===== config.mk =====
export PLATFORM = sky130hd
export DESIGN_NAME = seq_mult_unit
export DESIGN_NICKNAME = d
export VERILOG_FILES = /design/src/rtl/seq_mult_unit.sv
export SDC_FILE = /design/constraint.sdc
export NUM_CORES = 1
export LEC_CHECK = 0
export BUFFER_PORTS_ARGS = -buffer_cell sky130_fd_sc_hd__buf_2
export CORE_UTILIZATION = 55
export CTS_BUF_LIST = sky130_fd_sc_hd__clkbuf_8
export DETAILED_ROUTE_END_ITERATION = 8
export PLACE_DENSITY_LB_ADDON = 0.2
export SLEW_MARGIN = 25
export SYNTH_ARGS = -nofsm -noshare
export SYNTH_HDL_FRONTEND = slang
export SYNTH_SLANG_ARGS = --single-unit
export TNS_END_PERCENT = 50

===== constraint.sdc =====
create_clock -name clock -period 9.7 [get_ports clock]
set_input_delay 0 -clock clock [delete_from_list [all_inputs] [get_ports clock]]
set_output_delay 0 -clock clock [all_outputs]
set_load 0.005 [all_outputs]

===== src/rtl/seq_mult_unit.sv =====
// -----------------------------------------------------------------------------
// seq_mult_unit
//   Iterative shift-add multiplier with optional two's-complement operation,
//   valid/ready handshakes on both sides and early termination once the
//   remaining multiplier bits are all zero.
//
//   Signed operands are converted to magnitudes when they are accepted. The
//   magnitudes are multiplied unsigned, and the product is negated at the end
//   if the operand signs differed. A magnitude of 2^(WIDTH-1) is still exact
//   when read as an unsigned WIDTH-bit value.
//
// Ports
//   clock        rising-edge clock
//   reset        asynchronous, active-high reset
//   in_valid     operands presented
//   in_ready     block can accept operands (IDLE only)
//   signed_mode  1 = two's-complement operands, sampled on the accept edge
//   multiplicand operand A
//   multiplier   operand B; its magnitude sets the iteration count
//   out_valid    product valid (DONE)
//   out_ready    consumer accepts the product
//   product      2*WIDTH-bit result
//   iter_count   iterations used by the last completed operation
//   busy         high in RUN or DONE
// -----------------------------------------------------------------------------
module seq_mult_unit #(
  parameter int WIDTH = 27,
  parameter int CW    = $clog2(WIDTH + 1)
) (
  input  logic                 clock,
  input  logic                 reset,
  input  logic                 in_valid,
  output logic                 in_ready,
  input  logic                 signed_mode,
  input  logic [WIDTH-1:0]     multiplicand,
  input  logic [WIDTH-1:0]     multiplier,
  output logic                 out_valid,
  input  logic                 out_ready,
  output logic [2*WIDTH-1:0]   product,
  output logic [CW-1:0]        iter_count,
  output logic                 busy
);

  typedef enum logic [1:0] {IDLE, RUN, DONE} state_t;

  state_t               state_q, state_d;
  logic                 sign_q, sign_d;
  logic [2*WIDTH-1:0]   mcand_q, mcand_d;
  logic [WIDTH-1:0]     mplier_q, mplier_d;
  logic [2*WIDTH-1:0]   acc_q, acc_d;
  logic [CW-1:0]        cnt_q, cnt_d;
  logic [2*WIDTH-1:0]   product_q, product_d;
  logic [CW-1:0]        iter_q, iter_d;

  // Operand magnitudes. The most negative value negates to itself, and that
  // bit pattern read as unsigned is exactly the magnitude we want.
  logic [WIDTH-1:0]     abs_a, abs_b;
  assign abs_a = (signed_mode && multiplicand[WIDTH-1]) ? -multiplicand : multiplicand;
  assign abs_b = (signed_mode && multiplier[WIDTH-1])   ? -multiplier   : multiplier;

  // One RUN iteration: the conditional add plus the shifted state that follows it.
  logic [2*WIDTH-1:0]   acc_sum;
  logic [WIDTH-1:0]     mplier_shr;
  logic [CW-1:0]        cnt_inc;
  logic                 last_iter;
  assign acc_sum    = mplier_q[0] ? (acc_q + mcand_q) : acc_q;
  assign mplier_shr = mplier_q >> 1;
  assign cnt_inc    = cnt_q + CW'(1);
  // Stop once no set multiplier bits remain. This gives max(1, bitlen(|B|))
  // iterations. The WIDTH bound is a backstop for the full-length case.
  assign last_iter  = (mplier_shr == '0) || (cnt_inc == CW'(WIDTH));

  always_comb begin
    state_d   = state_q;
    sign_d    = sign_q;
    mcand_d   = mcand_q;
    mplier_d  = mplier_q;
    acc_d     = acc_q;
    cnt_d     = cnt_q;
    product_d = product_q;
    iter_d    = iter_q;
    case (state_q)
      IDLE: begin
        if (in_valid) begin
          sign_d   = signed_mode & (multiplicand[WIDTH-1] ^ multiplier[WIDTH-1]);
          mcand_d  = {{WIDTH{1'b0}}, abs_a};
          mplier_d = abs_b;
          acc_d    = '0;
          cnt_d    = '0;
          state_d  = RUN;
        end
      end
      RUN: begin
        acc_d    = acc_sum;
        mplier_d = mplier_shr;
        mcand_d  = mcand_q << 1;
        cnt_d    = cnt_inc;
        if (last_iter) begin
          // The product includes this cycle's add; the sign is applied here.
          product_d = sign_q ? -acc_sum : acc_sum;
          iter_d    = cnt_inc;
          state_d   = DONE;
        end
      end
      DONE: begin
        if (out_ready) begin
          state_d = IDLE;
        end
      end
      default: state_d = IDLE;
    endcase
  end

  always_ff @(posedge clock or posedge reset) begin
    if (reset) begin
      state_q   <= IDLE;
      sign_q    <= 1'b0;
      mcand_q   <= '0;
      mplier_q  <= '0;
      acc_q     <= '0;
      cnt_q     <= '0;
      product_q <= '0;
      iter_q    <= '0;
    end else begin
      state_q   <= state_d;
      sign_q    <= sign_d;
      mcand_q   <= mcand_d;
      mplier_q  <= mplier_d;
      acc_q     <= acc_d;
      cnt_q     <= cnt_d;
      product_q <= product_d;
      iter_q    <= iter_d;
    end
  end

  assign in_ready   = (state_q == IDLE);
  assign out_valid  = (state_q == DONE);
  assign busy       = (state_q != IDLE);
  assign product    = product_q;
  assign iter_count = iter_q;

endmodule


### After elaboration in Yosys (flattened, before gate mapping)

Cells that the tools add are included.

* output and inout port bits: 62
* word-level logic and storage cells: 48
* input port bits: 59
* register bits: 202

* reductions and logical operators: 11
* $add $sub $neg: 5
* equality and inequality tests: 6
* bitwise gates (word level): 2
* muxes and demuxes: 16

Operator list (number)
* $mux W54: 4
* $pmux W54 S2: 2
* $mux W27: 3
* $add A54 B54 Y54: 1
* $neg A27 Y27: 2
* $neg A54 Y54: 1
* $pmux W27 S2: 1
* $logic_not A27 Y1: 1
* $pmux W5 S2: 1
* $mux W2: 3
* $pmux W2 S3: 1
* $reduce_and A2 Y1: 3
* $add A5 B1 Y5 const B: 1
* $eq A5 B5 Y1 const B: 1
* $mux W5: 1
* $ne A2 B2 Y1 const B: 2
* $reduce_bool A2 Y1: 2
* $reduce_and A3 Y1: 1
* $eq A2 B1 Y1 const B: 1
* $eq A2 B2 Y1 const B: 1
* $logic_and A1 B1 Y1: 2
* $logic_not A2 Y1: 1
* $ne A2 B1 Y1 const B: 1
* $and A1 B1 Y1: 1
* 2 further kinds: 2

### Longest topological paths before layout

Gate-level depths: netlist (run 1).

* depth in word-level cells: 5
* depth in mapped cells: 15
* depth with buffers taken out: 15

### Worst setup path after synthesis (run 1)

No wires, ideal clock.

* path kind: register to register
* start: reg mcand_q[0]
* end: reg product_q[46] (netlist: product[46])
* cell stages (with the launch flop): 16
* data required time: 9570 ps
* period minus slack after synthesis: 3945 ps
* setup time: 130 ps
* setup slack: 5755 ps
* path buffers: 0
* arrival time: 3815 ps
* cell sequence: dfrtp_1 > ha_1 > inv_1 > fa_1 > nand2b_1 > a211oi_4 > o2111ai_1 > a21bo_1 > a31oi_4 > nand4b_2 > or3_1 > or4_4 > nand3b_4 > o31ai_2 > xnor2_1 > o21ai_1

* word-level cells in the longest chain between the ends: 4

Ends and longest elaborated chain
* from (decl): RTL line 48 `logic [2*WIDTH-1:0] mcand_q, mcand_d;`
* from (signal assigned): RTL line 127 `mcand_q <= mcand_d;`
* $add A54 B54 Y54 (*): RTL line 66 `assign acc_sum = mplier_q[0] ? (acc_q + mcand_q) : acc_q;`
* $mux W54 (*): RTL line 66
* $neg A54 Y54: RTL line 100 `product_d = sign_q ? -acc_sum : acc_sum;`
* $mux W54 (*): RTL line 100
* to (signal assigned): RTL line 131 `product_q <= product_d;`
* to (decl): RTL line 52 `logic [2*WIDTH-1:0] product_q, product_d;`

Mark *: on every way between the ends. The rest lies on a longest branch, timed or not.
A chain may end at the register's enable or synchronous reset.

### Worst setup path after layout (run 1)

* start: reg mcand_q[4]
* end: reg product_q[53] (netlist: product[53])

Same word-level chain as after synthesis.

==> key figures, run 1 <==
Status
  – Status: completed

STA
  – Hold violation count in the final report: 0
  – Max-slew headroom: 30.6%
  – RSZ-0062 raised after global routing: no
  – Slew Limit Fails: 0
  – Period utilisation layout: 49.5%
  – Setup Viol. Count Final: 0
  – Tmin final: 4.80 ns
  – Slew @ Worst Pin: 1.03 ns
  – Maximum clock rate: 0.208 GHz
  – Final setup TNS: 0 ns
  – Clock skew: 0.0384 ns
  – Worst setup margin: 4.90 ns

Setup path
  – CP arrival: 5.23 ns
  – CP required: 10.12 ns
  – Cell breakdown of the critical path: ha_1 -> a21oi_1 -> o21ai_0 -> and3_1 -> a221o_1 -> a211oi_2 -> o21ai_0 -> a211oi_1 -> nand2_1 -> a2111o_1 -> o41ai_2 -> xnor2_1 -> o21ai_1
  – Crit end category: flip-flop
  – CP Max Fanout: 7
  – R2R Setup Slk: 4.90 ns
  – CP max stage delay: 0.78 ns
  – Critical path class: reg2reg
  – Crit start category: flip-flop
  – Slowest cell on the critical path: a211oi_1
  – CP most frequent cell: o21ai_0

Clocking
  – TritonCTS Sinks: 202
  – CTS resizes: 0
  – Clock latency on the worst-skew pair: 0.57 ns
  – Root Driver: clkbuf_8
  – Postcts setup bufs: 0
  – Reg clk slew, reported paths: 0.06 ns
  – Hold Buf Count CTS: 87
  – CTS max path bufs: 3
  – H-tree Lvls: 2
  – CTS tree: built
  – CTS buffer count: 37

Synthesis
  – Syn_nets: 1924
  – Ys async rst share: 100%
  – #FFs+latches synth: 202
  – Post-synth EDFFs: 0
  – Post-synthesis sequential area ratio: 34.5%
  – Post-synthesis cell count: 1806
  – Ys flop type: dfrtp_1
  – Syn Area/Cell: 8.10 µm²
  – Number of library cell types mapped by synthesis: 96
  – Largest cells by area after synthesis: dfrtp_1 (35%), o21ai_0 (9.1%), nand2_1 (7.0%)
  – Post-synth top area share: 34.5%
  – Post-synthesis cell area: 14600 µm²
  – Synth area leader: dfrtp_1
  – Top cells by count, synth: nand2_1 (274), o21ai_0 (265), dfrtp_1 (202), a21oi_1 (103), nor2_1 (103)
  – Number of synthesis warnings: 0
  – Most numerous cell in the Yosys netlist: nand2_1

Cells and area
  – Fin cells: 2320
  – Number of diodes: 0
  – Area Overhead vs Synth: 16.4%
  – Layout cells sized above 1: 12.4%
  – Post-layout net count: 2075
  – Core Util, Final: 65.4%
  – Cell area after layout: 17000 µm²

Placement
  – Gpl congestion: 1.04
  – Post-Place Cells: 2166
  – # port buffers: 120
  – Post-DP HPWL: 32.0 mm
  – Pre-CTS setup slack: 4.98 ns
  – Placed cell areas: 15400 µm²

Global routing
  – GRT overflow: 0
  – Pin count of the biggest net entering global routing: 127
  – Tot GR Track Use: 33.7%
  – First-pass GRT wire length: 71.2 mm
  – Initial antenna violation count: 0
  – Vias in the first global route: 13.3k

Drt
  – Initial DRC count: 1445
  – WL/cell: 20.0 µm
  – 1st-pass router iterations: 5
  – DR DRC count: 0
  – Drt total wl: 46.3 mm
  – Remaining antenna violation count: 0
  – DR vias/cell: 6.34
  – Via count: 14.7k

Pwr
  – Leak pwr: 0.00737 µW
  – Combinational Power Share: 61.7%
  – P_int: 3140 µW
  – Clk pwr share: 13.5%
  – Cell Pwr Density: 379 nW/µm²
  – Switching power: 3320 µW
  – Reg power frac: 24.7%
  – Worst vdd ir: 0.000170 V
  – Sw Share: 51.4%

Run
  – Max cap viols: 0

Floorplan
  – Initial Utilization: 56.2%
  – Core area: 26100 µm²
  – # rows: 59
  – Die ar.: 27300 µm²
  – Ports: 121
  – Die W: 165 µm
  – Die Y: 165 µm

Worst hold path
  – HP Class: in2async
-- layout make-up --
type / count / area, µm²
clock inverters: 21 / 164
fillers: 2180 / 9020
well taps: 335 / 419
clock buffers: 46 / 633
inverters: 37 / 146
flip-flops and latches: 202 / 5060
multi-input cells: 1460 / 9050
repair buffers: 219 / 1570
-- per-stage QoR --
stage               hold WS, ns  power, µW
detailed placement        0.205       5430
global placement          0.197       5360
global route              0.219       6940
CTS                       0.163       6360
floorplan                 0.108       4340
finish                    0.153       6460
-- critical path: cells and delay by family, from the launching register on --
family                   cells  cell delay (ns)
adder cells (fa/ha/maj)      1             0.40
AND/OR/NAND/NOR              2             0.44
flip-flops                   1             0.40
AO/OA/AOI/OAI                9             3.28
XOR/XNOR                     1             0.16
-- path summary, 6_finish.rpt --
| kind | from | to | depth (start not counted) |
|---|---|---|---|
| setup / recovery | mcand_q[4] | product[53] | 13 |
| hold / removal | reset | product[10] | 3 |
| setup reg to reg | mcand_q[4] | product[53] | 13 |
| hold reg to reg | product[32] | product[32] | 2 |
| max in group asynchronous | reset | mplier_q[0] | 4 |
| min in group clock | in_valid | mcand_q[31] | 4 |
-- routing by layer --
| layer | GRT usage (%) | wire [µm] | up-vias |
|---|---|---|---|
| li1 | - | - | 6901 |
| met1 | 49.9 | 21000 | 7033 |
| met2 | 48.8 | 19500 | 702 |
| met3 | 7.64 | 4880 | 71 |
| met4 | 8.88 | 914 | 0 |
| met5 | 0 | 0 | - |
-- power by group through the flow --
stage                     Combinational, µW  Sequential (µW)  Clock (µW)
final                                  3990             1600         875
after global routing                   4390             1640         922
after CTS                              3900             1580         884
after detailed placement               3850             1580           0
after global placement                 3780             1570           0
after floorplan                        2890             1450           0
-- cell usage in the layout, fill, tap and decap left out, types with 25 or more instances in the layout --
cell type and n:
nor2_1 102, xnor2_1 76, nand4_1 32, clkbuf_8 46, dlygate4sd3_1 87, a22oi_1 51
o21ai_0 265, dfrtp_1 201, nand3_1 65, ha_1 58, xor2_1 51, buf_2 120
nor3_1 30, a21oi_1 103, inv_1 43, nor4_1 25, nand2_1 272
-- kinds of logic (layout without fill, tap and decap cells) --
family | after synthesis | after routing | synth area share (%)
compound gates | 629 | 629 | 27.2
xor+xnor | 127 | 127 | 7.60
fa+ha+maj | 59 | 59 | 5.09
buf+inv | 144 | 323 | 3.83
flops | 202 | 202 | 34.5
mux | 22 | 22 | 1.54
simple gates | 623 | 623 | 20.2
-- flip-flops by register name (all words and copies together) (netlist names) --
register	cells
sign_q	1
state_q	2
mcand_q	54
cnt_q	5
acc_q	54
iter_count	5
mplier_q	27
product	54
Power figures use the tool's default switching activity.
==> run 2: changes to the inputs <==
==> constraint.sdc (replaced) <==
create_clock -name clock -period 4.2 [get_ports clock]
set_input_delay 0 -clock clock [delete_from_list [all_inputs] [get_ports clock]]
set_output_delay 0 -clock clock [all_outputs]
set_load 0.005 [all_outputs]
==> key figures, run 2 (synthesis gave the netlist of run 1 again) <==
Global routing
  – Vias in the first global route: 13.8k (+3.4%)
  – Tot GR Track Use: 34.8% (+1.2 points)
  – First-pass GRT wire length: 73.7 mm (+3.5%)
  – Pin count of the biggest net entering global routing: 97 (-24%)
  – Initial antenna violation count: 1 (+1)
  – GRT overflow: 0 (unchanged)

Setup path
  – Reg-to-Reg End: product[46]
  – CP endpoint: product[46]
  – CP required: 4.59 ns (-5.53 ns)
  – Critical path class: reg2reg
  – Worst r2r path cells: 16 (+3)
  – CP Max Fanout: 5 (-2)
  – Crit start category: flip-flop
  – CP startpoint: acc_q[0]
  – Worst R2R Start: acc_q[0]
  – Crit end category: flip-flop
  – R2R Setup Slk: 0.09 ns (-4.81 ns)
  – CP arrival: 4.50 ns (-0.73 ns)

Clocking
  – TritonCTS Sinks: 202 (unchanged)
  – CTS tree: built
  – Clock latency on the worst-skew pair: 0.55 ns (-0.02 ns)
  – H-tree Lvls: 2 (unchanged)
  – Reg clk slew, reported paths: 0.06 ns (about the same)
  – CTS buffer count: 36 (-2.7%)
  – Root Driver: clkbuf_8
  – CTS max path bufs: 3 (unchanged)

Floorplan
  – Die W: 165 µm (unchanged)
  – Ports: 121 (unchanged)
  – Die ar.: 27300 µm² (unchanged)
  – Core area: 26100 µm² (unchanged)
  – Initial Utilization: 56.2% (unchanged)
  – # rows: 59 (unchanged)
  – Die Y: 165 µm (unchanged)

Run
  – Max cap viols: 0 (unchanged)

STA
  – Hold violation count in the final report: 0 (unchanged)
  – Maximum clock rate: 0.243 GHz (+17%)
  – Worst setup margin: 0.0924 ns (-4.81 ns)
  – Setup Viol. Count Final: 0 (unchanged)
  – Final setup TNS: 0 ns (unchanged)
  – Clock skew: 0.0304 ns (-0.00798 ns)
  – Period utilisation layout: 97.8% (+48 points)
  – Slew @ Worst Pin: 0.910 ns (-0.124 ns)
  – Slew Limit Fails: 0 (unchanged)
  – RSZ-0062 raised after global routing: yes
  – Tmin final: 4.11 ns (-0.694 ns)
  – Max-slew headroom: 39.3% (+8.7 points)
  – Worst hold slack: 0.0153 ns (-0.137 ns)

Placement
  – # port buffers: 120 (unchanged)
  – Pre-CTS setup slack: -0.0300 ns (-5.01 ns)
  – Gpl congestion: 0.947 (-9.1%)
  – Post-DP HPWL: 33.8 mm (+5.7%)
  – Post-Place Cells: 2301 (+6.2%)

Cells and area
  – Fin cells: 2444 (+5.3%)
  – Core Util, Final: 69.9% (+4.5 points)
  – Most frequent cells in the layout: nand2_1 (271), o21ai_0 (258), dfrtp_1 (201)
  – Number of diodes: 0 (unchanged)
  – Most common cell after layout, fill and taps aside: nand2_1
  – FILL cells: 2075 (-4.8%)
  – Layout cells sized above 1: 19.6% (+7.1 points)
  – Area Overhead vs Synth: 24.5%
  – Post-layout net count: 2201 (+6.1%)

Pwr
  – Leak pwr: 0.00806 µW (+9.3%)
  – Worst vdd ir: 0.000452 V (+170%)
  – Cell Pwr Density: 894 nW/µm² (+140%)

Drt
  – 1st-pass router iterations: 5 (unchanged)
  – Remaining antenna violation count: 0 (unchanged)
  – Routed wl met2: 20.3 mm (+3.8%)
  – WL met3: 4.21 mm (-14%)
  – Met1 wire length: 22.3 mm (+5.9%)
  – DR DRC count: 0 (unchanged)
  – Via count: 15.1k (+2.5%)
  – Top sig layer: met5
  – Initial DRC count: 1318 (-8.8%)
  – DR vias/cell: 6.17 (-2.7%)
  – Drt total wl: 47.9 mm (+3.3%)
  – WL/cell: 19.6 µm (-1.9%)

Worst hold path
  – HP Class: in2reg

Status
  – Status: completed
==> run 2: worst min-delay path by stage <==
stage	start	end	depth (start not counted)
after floorplan	out_ready	state_q[1]	1
after global placement	reset	product[10]	2
after detailed placement	out_ready	state_q[1]	2
after CTS	in_valid	mcand_q[53]	3
after global routing	in_valid	mcand_q[53]	3
final	in_valid	mcand_q[53]	3
==> run 2: report_power, final <==
group          leakage [µW]  internal, µW  switching (µW)  total, µW
registers           0.00261          2810             864       3670
clock network      0.000420          1100             875       1970
logic               0.00503          4370            6270      10600
==> run 2: per-layer routing <==
metal	global-route usage [%]	vias up
li1	-	7158
met1	51.2	7173
met2	51.5	655
met3	6.67	88
met4	10.2	2
met5	0	-
==> run 2: what timing repair did <==
item | in CTS | in global routing
setup buffers | 1 | 1
endpoints found under the setup margin | 10 | 27
hold buffers | 77 | 0
gates resized for setup | 6 | 48
hold endpoints to repair | 91 | 0
pin swaps | 1 | 22
==> run 2: stage by stage <==
stage | area (µm²) | total power [µW]
global route | 18200 | 17500
floorplan | 14600 | 10000
finish | 18200 | 16300
global placement | 16400 | 13500
CTS | 18000 | 15800
detailed placement | 16400 | 13700
==> run 2: layout make-up <==
class,instances,area [µm²],area share (%)
Multi-Input combinational cell,1460,9290,51.0
Sequential cell,202,5060,27.8
Timing Repair Buffer,346,2530,13.9
Clock buffer,45,619,3.40
Tap cell,335,419,2.30
Clock inverter,19,155,0.852
Inverter,37,143,0.783
==> run 2: worst max-delay path: stages (launching register included) <==
cell	delay (ns)
dfrtp_1	0.37
ha_2	0.19
inv_2	0.04
fa_2	0.34
nand2b_4	0.17
buf_4	0.14
a21o_1	0.19
a211oi_2	0.26
nand3_1	0.13
nand4b_1	0.34
or2_4	0.33
or3_4	0.34
or4_4	0.44
nand3b_4	0.23
o31ai_4	0.24
xnor2_1	0.14
o21ai_1	0.07
